[config.mk]
export PLATFORM = sky130hd
export DESIGN_NAME = key_bounce_gen
export DESIGN_NICKNAME = d
export VERILOG_FILES = /design/src/rtl/key_bounce_gen.sv
export SDC_FILE = /design/constraint.sdc
export NUM_CORES = 1
export LEC_CHECK = 0
export ABC_CLOCK_PERIOD_IN_PS = 2000
export CAP_MARGIN = 10
export CORE_ASPECT_RATIO = 0.8
export CORE_UTILIZATION = 59
export DETAILED_ROUTE_END_ITERATION = 12
export PLACE_DENSITY = 0.77
export SYNTH_ARGS = -nofsm -noshare
export SYNTH_HDL_FRONTEND = slang
export SYNTH_SLANG_ARGS = --single-unit
[constraint.sdc]
create_clock -name clk -period 2 [get_ports clk]
set_input_delay 0.3 -clock clk [delete_from_list [all_inputs] [get_ports clk]]
set_output_delay 0.3 -clock clk [all_outputs]
set_load 0.01 [all_outputs]
[src/rtl/key_bounce_gen.sv]
// rtl/key_bounce_gen.sv - mechanical key emulator: LFSR-timed contact bounce, then a settle hold
// Each command drives the key line to its target level through a burst of randomly spaced toggles, then holds it.
module key_bounce_gen #(
    parameter int          BOUNCE_N       = 10,
    parameter int          BOUNCE_W       = 4,
    parameter int          PRESS_SETTLE   = 100,
    parameter int          RELEASE_SETTLE = 200,
    parameter logic [15:0] SEED           = 16'hACE1
) (
    input  logic clk,
    input  logic rst,
    input  logic cmd_valid,
    input  logic cmd_press,
    output logic cmd_ready,
    output logic key,
    output logic busy,
    output logic done
);

    localparam logic [15:0] SEED_EFF   = (SEED == 16'h0000) ? 16'hACE1 : SEED;
    localparam int          TOG_W      = (BOUNCE_N < 1) ? 1 : $clog2(BOUNCE_N + 1);
    localparam int          SETTLE_MAX = (PRESS_SETTLE > RELEASE_SETTLE) ? PRESS_SETTLE : RELEASE_SETTLE;
    localparam int          SET_W      = (SETTLE_MAX < 1) ? 1 : $clog2(SETTLE_MAX + 1);
    localparam bit          NO_BOUNCE  = (BOUNCE_N == 0);

    localparam logic [TOG_W-1:0]    TOG_LOAD     = TOG_W'(BOUNCE_N);
    localparam logic [SET_W-1:0]    PRESS_LOAD   = SET_W'(PRESS_SETTLE);
    localparam logic [SET_W-1:0]    RELEASE_LOAD = SET_W'(RELEASE_SETTLE);
    localparam logic [SET_W-1:0]    SET_ONE      = SET_W'(1);
    localparam logic [TOG_W-1:0]    TOG_ONE      = TOG_W'(1);
    localparam logic [BOUNCE_W-1:0] IV_ONE       = BOUNCE_W'(1);

    localparam logic [1:0] IDLE   = 2'd0;
    localparam logic [1:0] BOUNCE = 2'd1;
    localparam logic [1:0] SETTLE = 2'd2;

    logic [1:0]          state;
    logic [15:0]         lfsr;
    logic                target;
    logic [TOG_W-1:0]    toggles_left;
    logic [BOUNCE_W-1:0] interval_cnt;
    logic [SET_W-1:0]    settle_cnt;

    logic                lfsr_fb;
    logic [BOUNCE_W-1:0] interval_load;
    logic                cmd_target;
    logic [SET_W-1:0]    cmd_settle_load;
    logic [SET_W-1:0]    tgt_settle_load;

    assign lfsr_fb         = lfsr[15] ^ lfsr[13] ^ lfsr[12] ^ lfsr[10];
    // A zero draw would mean an instant toggle; stretch it to the shortest real interval.
    assign interval_load   = (lfsr[BOUNCE_W-1:0] == '0) ? IV_ONE : lfsr[BOUNCE_W-1:0];
    assign cmd_target      = ~cmd_press;
    assign cmd_settle_load = cmd_target ? RELEASE_LOAD : PRESS_LOAD;
    assign tgt_settle_load = target ? RELEASE_LOAD : PRESS_LOAD;

    assign cmd_ready = (state == IDLE) && !rst;
    assign busy      = (state != IDLE);

    always_ff @(posedge clk) begin
        if (rst) begin
            state        <= IDLE;
            key          <= 1'b1;
            done         <= 1'b0;
            target       <= 1'b1;
            lfsr         <= SEED_EFF;
            toggles_left <= '0;
            interval_cnt <= '0;
            settle_cnt   <= '0;
        end else begin
            lfsr <= {lfsr[14:0], lfsr_fb};
            case (state)
                IDLE: begin
                    if (cmd_valid) begin
                        target <= cmd_target;
                        if (cmd_target == key) begin
                            state      <= SETTLE;
                            settle_cnt <= cmd_settle_load;
                        end else if (NO_BOUNCE) begin
                            key        <= cmd_target;
                            state      <= SETTLE;
                            settle_cnt <= cmd_settle_load;
                        end else begin
                            toggles_left <= TOG_LOAD;
                            interval_cnt <= interval_load;
                            state        <= BOUNCE;
                        end
                    end
                end
                BOUNCE: begin
                    // Final edge lands one cycle after the last toggle, whatever level the toggles left.
                    if (toggles_left == '0) begin
                        key        <= target;
                        state      <= SETTLE;
                        settle_cnt <= tgt_settle_load;
                    end else if (interval_cnt <= IV_ONE) begin
                        key          <= ~key;
                        toggles_left <= toggles_left - TOG_ONE;
                        interval_cnt <= interval_load;
                    end else begin
                        interval_cnt <= interval_cnt - IV_ONE;
                    end
                end
                SETTLE: begin
                    // The done cycle stays in SETTLE so a command during it is not taken.
                    if (done) begin
                        done  <= 1'b0;
                        state <= IDLE;
                    end else if (settle_cnt <= SET_ONE) begin
                        done <= 1'b1;
                    end else begin
                        settle_cnt <= settle_cnt - SET_ONE;
                    end
                end
                default: state <= IDLE;
            endcase
        end
    end

endmodule

==> flow_summary.yaml <==
detailed_routing:
  via_count: 1551
  drtIter0Drc: 112
  route.met2.wl_um: 1750
  wl_met3_um: 198
  topRoutingLayerUsed: "met4"
  drt_wl_total_um: 3980
  met1_length_um: 1950
  drc: 0
  dr.pass1.iters: 4
  wl_per_cell_um: 14.8
  ant_nets: 0
  vias_per_cell: 5.77
power_and_ir_drop:
  power_density_nw_per_um2: 1690
  p_leak_nw: 0.864
  ir_drop_uv: 1340
worst_setup_path:
  r2r_end: "settle_cnt[2]"
  r2r_cells: 8
  critical-path-slowest-cell: "clkdlybuf4s50_1"
  worstPathMaxFanout: 5
  critPathCaptureType: "output pin"
  critPathKind: "register to output pin"
  worstPathArrival_ns: 1.64
  crit_chain: "inv_1, ha_1, inv_2, nor2_1, clkdlybuf4s50_1"
  crit_path_start: "state[0]"
  reg2reg_slack_ns: 0.16
  slowest_delay_ns: 0.54
  crit_path_end: "cmd_ready"
  r2r_start: "state[0]"
  startpoint_type: "register"
  worst_ep_required_time_ns: 1.70
timing:
  finalHoldViolCount: 0
  worst_hold_slack_ns: 0.413
  fin_crit_sh_pct: 97.0
  rsz0062_at_grt: "true"
  drv_slew: 0
  worst_slew_pin_slew_ns: 0.392
  relSlewSlack_pct: 73.6
  setup_viol: 0
  fmax_mhz: 516
  period_needed_ns: 1.94
  fin_skew_ns: 0.00894
clock_tree:
  clock_path_buffers: 2
  clk_pin_slew_worst_paths_ns: 0.07
  cts_tree: "done"
  cts_htree_levels: 2
  cts-root-buf: "clkbuf_8"
  insertion_delay_ns: 0.30
  ctsHoldBuffers: 0
  clock_sinks: 37
  cts_buffers: 5
synthesis:
  ys_seq_elements: 37
  synthDistinctLibCells: 48
  synth_fp_nets: 225
  synthCells: 212
  ys.flop_type: "dfxtp_1"
  netlist_area_um2: 1820
  yosys.area.top_type: "dfxtp_1"
  synth_edf_count: 0
  yosys-top-cells-count: "37 x dfxtp_1, 19 x nor2_1, 16 x inv_1, 16 x nand2_1, 15 x a21oi_1"
  syn_avg_cell_area_um2: 8.56
  yosysSeqAreaShare_pct: 40.8
  synth_most_common_cell: "dfxtp_1"
  netlist_top_cells_area: "dfxtp_1 41%, ha_1 6.2%, a21oi_1 4.1%, nor2_1 3.9%, inv_1 3.3%"
  ys_warn_count: 0
  yosys.area.top_type_share_pct: 40.8
  synth-async-reset-ratio_pct: 0
place:
  io_buffers: 7
  dp_cells: 261
  place_congestion: 0.860
  dp_hpwl_um: 2760
final_layout:
  final_cells: 269
  areaGrowthSynthToFinish_pct: 18.7
  fillCellCount: 215
  antenna_cells: 0
  layout-drive-gt1-share_pct: 17.7
  fin_nets: 243
global_route:
  overflow: 0
  grtUsageTotal_pct: 26.4
  grt_pass1_wl_um: 6470
  grt_start_max_net_pins: 37
  grt_pass1_vias: 1404
  grt_antenna_before_repair: 0
floorplan:
  io_pins: 8
  num_rows: 17
  die-area_um2: 3300
  core_region_area_um2: 2850
  fp.dieW_um: 64.0
  start_util_pct: 63.7
  die_h_um: 51.6
outcome:
  status: "finished clean"
flow_run:
  drv_cap: 0
min_path:
  hp-class: "register to register"
## worst max-delay path, delay by kind of cell (launching register included)
kind	cells	cell delay, ns
buffers and inverters	3	0.70
DFF	1	0.34
adders and majority gates	1	0.19
and+or+nand+nor	1	0.11
## layout by cell type (no fill, tap or decap), drive strengths merged, types with 6 or more instances in the layout
cell type and count:
dfxtp 37, nor2 19, nand2 16, inv 16, a21oi 16, buf 13
o21ai 12, ha 9, nor2b 8, nor3 8, or2 7, clkdlybuf4s50 6
## where the power goes
| part | switching (mW) | internal (mW) |
|---|---|---|
| clock | 0.277 | 0.373 |
| combinational | 1.03 | 0.877 |
| sequential | 0.185 | 0.907 |
| total | 1.50 | 2.16 |
## metal layers
metal | GRT usage (%) | vias to the layer above
li1 | - | 765
met1 | 34.3 | 734
met2 | 41.8 | 44
met3 | 5.70 | 8
met4 | 12.9 | 0
met5 | 0 | -
## what timing repair did
| action | CTS | global route |
|---|---|---|
| setup buffers | 0 | 0 |
| resized for setup | 0 | 7 |
| hold endpoints to repair | 0 | 0 |
| setup endpoints to repair | 0 | 4 |
## kinds of logic (layout without fill, tap and decap cells)
kind of cell	count (synthesis)	in the layout	share of synthesized area (%)
simple gates	80	80	23.7
compound gates	52	52	18.5
flops	37	37	40.8
buf+inv	25	44	5.72
fa+ha+maj	9	9	6.20
xor+xnor	5	5	2.83
mux	4	4	2.27
## registers in the layout, indices dropped and copies added (netlist names)
register,cells
lfsr,16
interval_cnt,4
toggles_left,4
state,2
done,1
key,1
target,1
settle_cnt,8
## worst min-delay path by stage
stage,to,cells past startpoint,start
after floorplan,lfsr[10],1,lfsr[9]
after global placement,lfsr[15],1,lfsr[14]
after detailed placement,lfsr[7],1,lfsr[6]
after CTS,lfsr[7],1,lfsr[6]
after global routing,lfsr[7],1,lfsr[6]
final,lfsr[7],1,lfsr[6]
## cell type report
cell class                      count  area, um^2  area share, %
Inverter                           16        60.1           2.79
Timing Repair Buffer               20         195           9.05
Multi-Input combinational cell    150         996           46.2
Sequential cell                    37         742           34.4
Clock inverter                      3        46.3           2.15
Tap cell                           38        47.5           2.21
Clock buffer                        5        68.8           3.19
## through the flow
stage / instance area [um^2] / power (mW) / setup TNS, ns / setup slack, ns / utilization, %
3_3_place_gp: 2010 / 2.80 / 0 / 0.0844 / 70.6
3_5_place_dp: 2010 / 2.89 / 0 / 0.0249 / 70.6
4_1_cts: 2130 / 3.56 / 0 / 0.00735 / 74.6
5_1_grt: 2160 / 3.90 / -0.00333 / -0.00333 / 75.6
6_report: 2160 / 3.65 / 0 / 0.0606 / 75.6
2_1_floorplan: 1820 / 2.31 / 0 / 0.211 / -
Power figures use the tool's default switching activity.
